==> src/rtl/parity_stream_gen.sv <==
// parity_stream_gen: even/odd parity over framed DATA_W-bit words, one word per
// accepted beat. Generate mode emits the frame parity; check mode also compares
// it with a received parity bit and flags a mismatch.
// Optional PARITY_ERRCNT_EN builds a saturating mismatch counter (err_count,
// err_clr); without it err_count is tied to 0 and err_clr is ignored.
module parity_stream_gen #(
    parameter int unsigned DATA_W = 8,
    parameter bit          ODD    = 1'b0,
    parameter int unsigned CNT_W  = 8
) (
    input  logic              clk,
    input  logic              rst,
    input  logic              in_valid,
    output logic              in_ready,
    input  logic [DATA_W-1:0] in_data,
    input  logic              in_last,
    input  logic              mode,
    input  logic              in_parity,
    output logic              out_valid,
    input  logic              out_ready,
    output logic              out_parity,
    output logic              out_err,
    input  logic              err_clr,
    output logic [CNT_W-1:0]  err_count
);

    typedef enum logic {StAcc, StHold} state_t;

    state_t state_q, state_d;
    logic   acc_q;
    logic   first_q;
    logic   mode_q;
    logic   out_parity_q;
    logic   out_err_q;

    logic beat;
    logic word_par;
    logic frame_par;
    logic eff_mode;
    logic mismatch;

    assign beat      = in_valid & in_ready;
    assign word_par  = ^in_data;
    assign frame_par = acc_q ^ word_par ^ ODD;
    // A single-beat frame has not latched mode yet, so use the live input.
    assign eff_mode  = first_q ? mode : mode_q;
    assign mismatch  = eff_mode & (frame_par != in_parity);

    // State register
    always_ff @(posedge clk or posedge rst) begin
        if (rst) begin
            state_q <= StAcc;
        end else begin
            state_q <= state_d;
        end
    end

    // Next-state: close a frame on its last beat, release on result handshake
    always_comb begin
        state_d = state_q;
        unique case (state_q)
            StAcc:   if (beat && in_last) state_d = StHold;
            StHold:  if (out_ready)       state_d = StAcc;
            default: state_d = StAcc;
        endcase
    end

    // Outputs: accept beats only while accumulating, present result while holding
    always_comb begin
        in_ready  = (state_q == StAcc);
        out_valid = (state_q == StHold);
    end

    // Datapath: accumulate word parities and capture the frame result
    always_ff @(posedge clk or posedge rst) begin
        if (rst) begin
            acc_q        <= 1'b0;
            first_q      <= 1'b1;
            mode_q       <= 1'b0;
            out_parity_q <= 1'b0;
            out_err_q    <= 1'b0;
        end else if (beat) begin
            if (first_q) begin
                mode_q <= mode;
            end
            if (in_last) begin
                out_parity_q <= frame_par;
                out_err_q    <= mismatch;
                acc_q        <= 1'b0;
                first_q      <= 1'b1;
            end else begin
                acc_q   <= acc_q ^ word_par;
                first_q <= 1'b0;
            end
        end
    end

    assign out_parity = out_parity_q;
    assign out_err    = out_err_q;

`ifdef PARITY_ERRCNT_EN
    logic [CNT_W-1:0] cnt_q;

    // Saturating mismatch counter; clear takes priority over an increment
    always_ff @(posedge clk or posedge rst) begin
        if (rst) begin
            cnt_q <= '0;
        end else if (err_clr) begin
            cnt_q <= '0;
        end else if (beat && in_last && mismatch && (cnt_q != '1)) begin
            cnt_q <= cnt_q + 1'b1;
        end
    end

    assign err_count = cnt_q;
`else
    logic unused_err_clr;
    assign unused_err_clr = err_clr;
    assign err_count      = '0;
`endif

endmodule

==> config.mk <==
export PLATFORM = sky130hd
export DESIGN_NAME = parity_stream_gen
export DESIGN_NICKNAME = d
export VERILOG_FILES = /design/src/rtl/parity_stream_gen.sv
export SDC_FILE = /design/constraint.sdc
export NUM_CORES = 1
export LEC_CHECK = 0
export ABC_AREA = 1
export BUFFER_PORTS_ARGS = -buffer_cell sky130_fd_sc_hd__buf_4
export CORE_MARGIN = 10
export CORE_UTILIZATION = 25
export DETAILED_ROUTE_END_ITERATION = 10
export SLEW_MARGIN = 20
export SYNTH_ARGS = -nofsm -noshare
export SYNTH_HDL_FRONTEND = slang
export SYNTH_SLANG_ARGS = --single-unit
==> constraint.sdc <==
create_clock -name clk -period 1.3 [get_ports clk]
set_clock_uncertainty 0.2 [all_clocks]
set_input_delay 0.325 -clock clk [delete_from_list [all_inputs] [get_ports clk]]
set_output_delay 0.325 -clock clk [all_outputs]
set_load 0.1 [all_outputs]
==> results of run 1 <==
[logic make-up after synthesis]
kind of cell / synth area share, %
buffers and inverters: 21.5
other: 0.670
muxes: 1.79
and+or+nand+nor: 44.1
xor gates and xnor gates: 1.57
AOI/OAI and AO/OA: 3.36
DFF: 27.1
[layout by cell type, fill, tap and decap left out]
master / count
nor2_2: 1
dfstp_2: 1
nand2_4: 1
nand3_2: 3
dfrtp_1: 2
o21ai_1: 1
o21ai_2: 1
clkinvlp_4: 1
buf_12: 2
mux2i_1: 1
dfrtp_2: 2
inv_1: 12
buf_4: 17
xnor2_2: 1
nor2_4: 1
nand2_2: 6
o21ai_0: 1
dlygate4sd3_1: 1
dfrtp_4: 1
clkbuf_1: 1
clkbuf_4: 3
buf_6: 4
nand3b_1: 1
conb_1: 8
nand2_1: 30
nand3_1: 10
inv_2: 3
[state kept, by name (all words and copies together), names as in the netlist]
register,flops
acc_q,1
first_q,1
mode_q,1
out_err,1
out_parity,1
out_valid,1
[stage by stage]
stage,setup WS (ps),power (W),cell area [um^2]
final,-235,0.00111,847
after detailed placement,-125,0.000839,736
after floorplan,-700,0.000734,611
after global routing,-272,0.00118,847
after CTS,-241,0.00108,807
after global placement,-127,0.000830,736
[synth_stat cells]
| library cell | n |
|---|---|
| nand2_2 | 5 |
| mux2i_1 | 1 |
| nand3_2 | 3 |
| buf_4 | 8 |
| inv_1 | 14 |
| nand3_1 | 10 |
| conb_1 | 1 |
| xnor2_1 | 1 |
| nand2_1 | 32 |
| o21ai_2 | 1 |
| dfstp_2 | 1 |
| nand3b_1 | 1 |
| inv_2 | 2 |
| o21ai_0 | 2 |
| dfrtp_1 | 5 |
| nor2_1 | 2 |
[path summary, 6_finish.rpt]
check | slack (ps) | startpoint | cells after the start | to
setup / recovery | -230 | out_valid$_DFF_PP0_ | 2 | in_ready
hold / removal | 50 | out_ready | 2 | out_valid$_DFF_PP0_
setup reg to reg | -180 | out_valid$_DFF_PP0_ | 8 | out_valid$_DFF_PP0_
hold reg to reg | 280 | first_q$_DFFE_PP1N_ | 2 | first_q$_DFFE_PP1N_
max in group asynchronous | 280 | rst | 3 | first_q$_DFFE_PP1N_
min in group asynchronous | 340 | rst | 3 | out_valid$_DFF_PP0_
[cell type report]
class	count	area, um^2
fill	229	1320
multi-input combinational	66	342
timing repair buffer	24	223
sequential	6	158
inverter	16	63.8
tap	28	35.0
clock buffer	4	26.3
[power groups by stage]
stage	sequential, W	clock, W	combinational [W]
6_report	0.000277	0.000190	0.000640
2_1_floorplan	0.000420	0	0.000314
3_5_place_dp	0.000271	0	0.000568
5_1_grt	0.000282	0.000219	0.000682
3_3_place_gp	0.000269	0	0.000561
4_1_cts	0.000274	0.000202	0.000605
[routing by layer]
metal | track usage (%) | routed length (um) | share of wire, %
met5 | 0 | 0 | 0
met4 | 3.08 | 0 | 0
met3 | 1.16 | 35 | 2.5
met2 | 11.5 | 834 | 59
met1 | 5.44 | 551 | 39
[what timing repair did]
action / in CTS / in global routing
resized for setup: 6 / 8
buffers inserted: 1 / 2
endpoints found under the hold margin: 5 / 0
pin swaps: 0 / 3
hold buffers: 1 / 0
setup endpoints to repair: 7 / 10
==> run metrics, run 1 <==
status=finished with violations; failing checks=setup timing; largest area contributor in the netlist=dfrtp_1; Routed WL=1.42 mm; worst path required time=770 ps; antenna viol nets, final=0; crit end category=primary output; Layout Nets=133; IO buf count=18; leakage=0.478 nW; Ys Warns=0; CP Max Fanout=2; Net Sw Power=0.000553 W; CTS buffer count=3; GP Congestion=0.749; Comb power frac=57.8%; Root Buffer=clkbuf_4; CP Cell Sequence=clkinvlp_4 > buf_12; Distinct cells, synth=16; 1st-pass router iterations=2; Layout Utilization=39.0%; setup_tns=-1410 ps; Fin. Hold Viols=0; Finished Layout Cells=144; Die H=67.3 um; initial antenna violation count=0; fin. max-slew vios=0; final cycle utilization of the critical path=118%; First DRT Iteration DRCs=8; HPWL after DPL=1.19 mm; gr usage total=5.81%; worst path arrival time=1010 ps; fmax=652 MHz; Area Overhead vs Synth=51.5%; # setup viols final=10; Peak VDD IR=0.000636 V; Clk pwr share=17.2%; max incr delay on CP=480 ps; Initial Util=25.8%; drt drc=0; worst path bufs/invs=2; clk sink count=6; Cells after Synth=89; Synth top area share=22.4%; CP top delay family=flip-flops; antenna diode count=0; first-pass GRT wire length=2.15 mm; Core Rows=17; max_cap viols=0; Internal=0.000555 W; # IOs=28; vias in the first global route=607; largest cells by area after synthesis=dfrtp_1 (22%), nand2_1 (21%), buf_4 (11%), inv_1 (9.4%), nand3_1 (8.9%); Switching Fraction=49.9%; Setup CP Type=register to primary output; Inst Count DP=136; CP Launch Type=register; Slowest cell on crit path=dfrtp_4; grt total ovfl=0; TritonCTS clock tree=yes; min cycle time layout=1530 ps; routed vias=583; Core Area=2170 um^2; register share of total power=25.0%; largest net degree at the start of global routing=7; PnR worst setup slack=-235 ps; Clk pin slew, worst setup/hold paths=50 ps; Hold Crit Class=primary input to register; Min Hold Slack=52.9 ps; Pwr per Cell Area=1310 nW/um^2; post-synthesis register bit count=6; full die area=4530 um^2; Clock Path Buffers=2; cell area after synthesis=559 um^2; Clk Latency, worst-skew pair=250 ps; routed wire length per instance=9.87 um; htree depth=1; DR vias/cell=4.05; layout cells sized above 1=41.4%; syn_area_per_cell=6.28 um^2; Die W=67.3 um; register area share after synthesis=27.1%; unrepaired setup endpoints after global routing=yes
(Power assumes the default switching activity.)
==> inputs of run 2 (changes only) <==
PLACE_DENSITY = 0.5   (was unset)
==> run metrics, run 2 (synthesis results as in run 1) <==
status=finished with violations; failing checks=setup timing; HPWL after DPL=1.17 mm; layout cells sized above 1=43.5%; largest net degree at the start of global routing=7; met1 Resource Use GR=6.19%; routed vias=581; Finished Layout Cells=143; Net Sw Power=0.000559 W; Place WS=-184 ps; # setup viols final=8; min cycle time layout=1540 ps; most frequent cells in the layout=nand2_1 (30), buf_4 (19), inv_1 (12); gr usage total=6.58%; crit end category=primary output; PnR worst setup slack=-240 ps; worst path arrival time=1010 ps; final cycle utilization of the critical path=118%; GRT busiest layer=met2; leakage=0.476 nW; Clk Latency, worst-skew pair=260 ps; Initial Util=25.8%; vias in the first global route=611; drt drc=0; TritonCTS clock tree=yes; antenna diode count=0; Switching Fraction=49.4%; Root Buffer=clkbuf_4; # IOs=28; worst path required time=770 ps; GP Congestion=0.696; Internal=0.000573 W; Min Hold Slack=24.6 ps; fmax=650 MHz; first-pass GRT wire length=2.30 mm; met2 Resource Use GR=12.2%; Layout Utilization=39.1%; Inst Count DP=136; unrepaired setup endpoints after global routing=yes; CP Max Fanout=2; Layout Nets=132; htree depth=1; Core Area=2170 um^2; Core Rows=17; CTS buffer count=3; Area Overhead vs Synth=51.7%; antenna viol nets, final=0; most common cell after layout, fill and taps aside=nand2_1; grt total ovfl=0; Die H=67.3 um; First DRT Iteration DRCs=6; Peak VDD IR=0.000496 V; register share of total power=24.6%; 1st-pass router iterations=4; Die W=67.3 um; fin. max-slew vios=0; initial antenna violation count=0; fill count=242; Clk pin slew, worst setup/hold paths=60 ps; max_cap viols=0; routed wire length per instance=9.67 um; Clk pwr share=17.0%; Pwr per Cell Area=1330 nW/um^2; setup_tns=-812 ps; Hold Crit Class=primary input to register; IO buf count=18; Fin. Hold Viols=0; DR vias/cell=4.06; full die area=4530 um^2; Setup CP Type=register to primary output; Clock Path Buffers=2; CP Launch Type=register; Routed WL=1.38 mm; clk sink count=6; M3 GR Usage=2.15%; Comb power frac=58.4%
-- run 2: cell count changes in the layout (fill, tap and decap cells not counted), moves of 2 or more --
cell     delta
buf_6       -4
buf_4       +2
nand3_1     -2
nand3_2     +2
-- run 2: layout make-up --
type	instances	area (um^2)	share of cell area (%)
sequential	6	159	18.7
clock buffer	4	26.3	3.10
tap	28	35.0	4.13
inverter	16	63.8	7.52
multi-input combinational	66	352	41.4
timing repair buffer	23	213	25.1
-- run 2: path summary, 6_finish.rpt --
kind	from	to	slack [ps]	cells after the start
setup reg to reg	acc_q$_DFFE_PP0N_	out_err$_DFFE_PP0P_	-110	6
min in group asynchronous	rst	out_valid$_DFF_PP0_	350	3
hold reg to reg	first_q$_DFFE_PP1N_	first_q$_DFFE_PP1N_	270	2
setup / recovery	out_valid$_DFF_PP0_	in_ready	-240	2
hold / removal	out_ready	out_valid$_DFF_PP0_	20	2
max in group asynchronous	rst	first_q$_DFFE_PP1N_	270	3
-- run 2: worst max-delay path: stages, from the launching register on --
cell        delay [ps]
dfrtp_4            480
clkinvlp_4         100
buf_12             170
-- run 2: layer usage --
layer  vias up  routed length (um)
li1        308                   -
met1       256                 521
met2        13                 780
met3         4                  53
met4         0                  27
met5         -                   0
-- run 2: metrics by stage --
stage,total power [W],instance area (um^2)
2_1_floorplan,0.000734,611
3_3_place_gp,0.000830,736
3_5_place_dp,0.000838,736
4_1_cts,0.00112,836
5_1_grt,0.00121,848
6_report,0.00113,848
-- run 2: power groups by stage --
stage / clock (W) / combinational, W / sequential, W
floorplan: 0 / 0.000314 / 0.000420
global placement: 0 / 0.000564 / 0.000266
detailed placement: 0 / 0.000569 / 0.000269
CTS: 0.000202 / 0.000645 / 0.000274
global route: 0.000222 / 0.000704 / 0.000285
finish: 0.000192 / 0.000661 / 0.000279
-- run 2: timing repair --
item / 4_1_cts / 5_1_grt
buffers inserted: 2 / 0
endpoints found under the setup margin: 7 / 10
resized for setup: 12 / 5
pin swaps: 1 / 5
hold buffers: 1 / 0
endpoints found under the hold margin: 5 / 0
==> inputs of run 3 (changes only) <==
CORE_UTILIZATION = 39   (was 25)
HOLD_SLACK_MARGIN = 0.05   (was unset)
PLACE_DENSITY = 0.72   (was 0.5)
==> run metrics, run 3 (synthesis results as in run 1) <==
crit end category=primary output; vias in the first global route=558; R2R depth=8; Core Area=1330 um^2; grt total ovfl=0; Fin. Hold Viols=0; htree depth=1; status=finished with violations; Area Overhead vs Synth=53.0%; Initial Util=41.9%; Clk Latency, worst-skew pair=250 ps; PnR worst setup slack=-233 ps; Clk pin slew, worst setup/hold paths=50 ps; Clock Path Buffers=2; first-pass GRT wire length=2.21 mm; fin. max-slew vios=0; # IOs=28; Peak VDD IR=0.000974 V; clk sink count=6; max_cap viols=0; routed wire length per instance=10.8 um; Core Rows=13; gr usage total=8.28%; Pwr per Cell Area=1340 nW/um^2; FF+latch area=159 um^2; fill count=122; worst path required time=770 ps; DR vias/cell=4.49; Min Hold Slack=165 ps; antenna viol nets, final=0; CP Max Fanout=2; fmax=652 MHz; unrepaired setup endpoints after global routing=yes; CP Launch Type=register; GP Congestion=0.727; Die H=57.9 um; HPWL after DPL=1.14 mm; Setup CP Type=register to primary output; Die W=57.9 um; layout cells sized above 1=44.0%; IO buf count=18; CTS buffer count=3; final cycle utilization of the critical path=118%; Multi-input gate area=365 um^2; antenna diode count=0; Layout Nets=133; Hold Path Stages=4; Root Buffer=clkbuf_4; 1st-pass router iterations=4; First DRT Iteration DRCs=11; Hold Crit Class=primary input to register; TritonCTS clock tree=yes; leakage=0.482 nW; min cycle time layout=1530 ps; Layout Utilization=64.2%; most frequent cells in the layout=nand2_1 (30), buf_4 (19), inv_1 (12); failing checks=setup timing; full die area=3350 um^2; routed vias=588; initial antenna violation count=0; most common cell after layout, fill and taps aside=nand2_1; Routed WL=1.42 mm; worst path arrival time=1010 ps; # setup viols final=9; largest net degree at the start of global routing=7; drt drc=0
run 3: cell types whose count changed in the layout (fill, tap and decap cells not counted), sizes merged:
cell	change
dlygate4sd3	+1
run 3: worst paths after layout:
kind                                          start             endpoint  slack (ps)
worst max-delay path            out_valid$_DFF_PP0_             in_ready        -230
worst min-delay path                        in_last    acc_q$_DFFE_PP0N_         160
worst max register to register  out_valid$_DFF_PP0_  out_err$_DFFE_PP0P_        -130
worst min register to register  first_q$_DFFE_PP1N_  first_q$_DFFE_PP1N_         280
max in group asynchronous                       rst  first_q$_DFFE_PP1N_         290
min in group asynchronous                       rst   mode_q$_DFFE_PP0N_         350
run 3: layout make-up:
class,instances,area share (%)
multi-input combinational,66,42.7
clock buffer,4,3.07
tap,15,2.19
sequential,6,18.6
inverter,16,7.46
timing repair buffer,24,26.0
run 3: critical path, stage by stage, from the launching register on:
cell and delay (ps):
dfrtp_4 480, clkinvlp_4 100, buf_12 170
run 3: power by group:
group          switching, W  internal (W)  leakage [nW]  total (W)
Combinational      0.000452      0.000221         0.398   0.000673
Sequential        0.0000407      0.000240        0.0692   0.000280
Clock             0.0000777      0.000117        0.0150   0.000195
Total              0.000570      0.000578         0.482    0.00115
run 3: what timing repair did:
item,4_1_cts,5_1_grt
hold buffers,1,1
gates resized for setup,8,10
setup endpoints to repair,7,10
endpoints found under the hold margin,6,1
pin swaps,4,4
buffers inserted,2,1
run 3: routing by layer:
metal  vias up  global-route usage, %  part of all wire, %  routed length (um)
li1        308                      -                    -                   -
met1       263                   7.41                   36                 510
met2        15                   14.3                   56                 791
met3         2                   3.92                  7.2                 102
met4         0                   6.04                 0.85                  12
met5         -                      0                    0                   0
run 3: through the flow:
step	total power, W	setup WS, ps	std cells	cell area, um^2	TNS (ps)
final	0.00115	-233	131	856	-884
after global routing	0.00122	-260	131	856	-1340
after CTS	0.00109	-235	129	798	-786
after detailed placement	0.000835	-150	122	712	-430
after global placement	0.000825	-128	122	712	-327
after floorplan	0.000734	-700	96	611	-3990
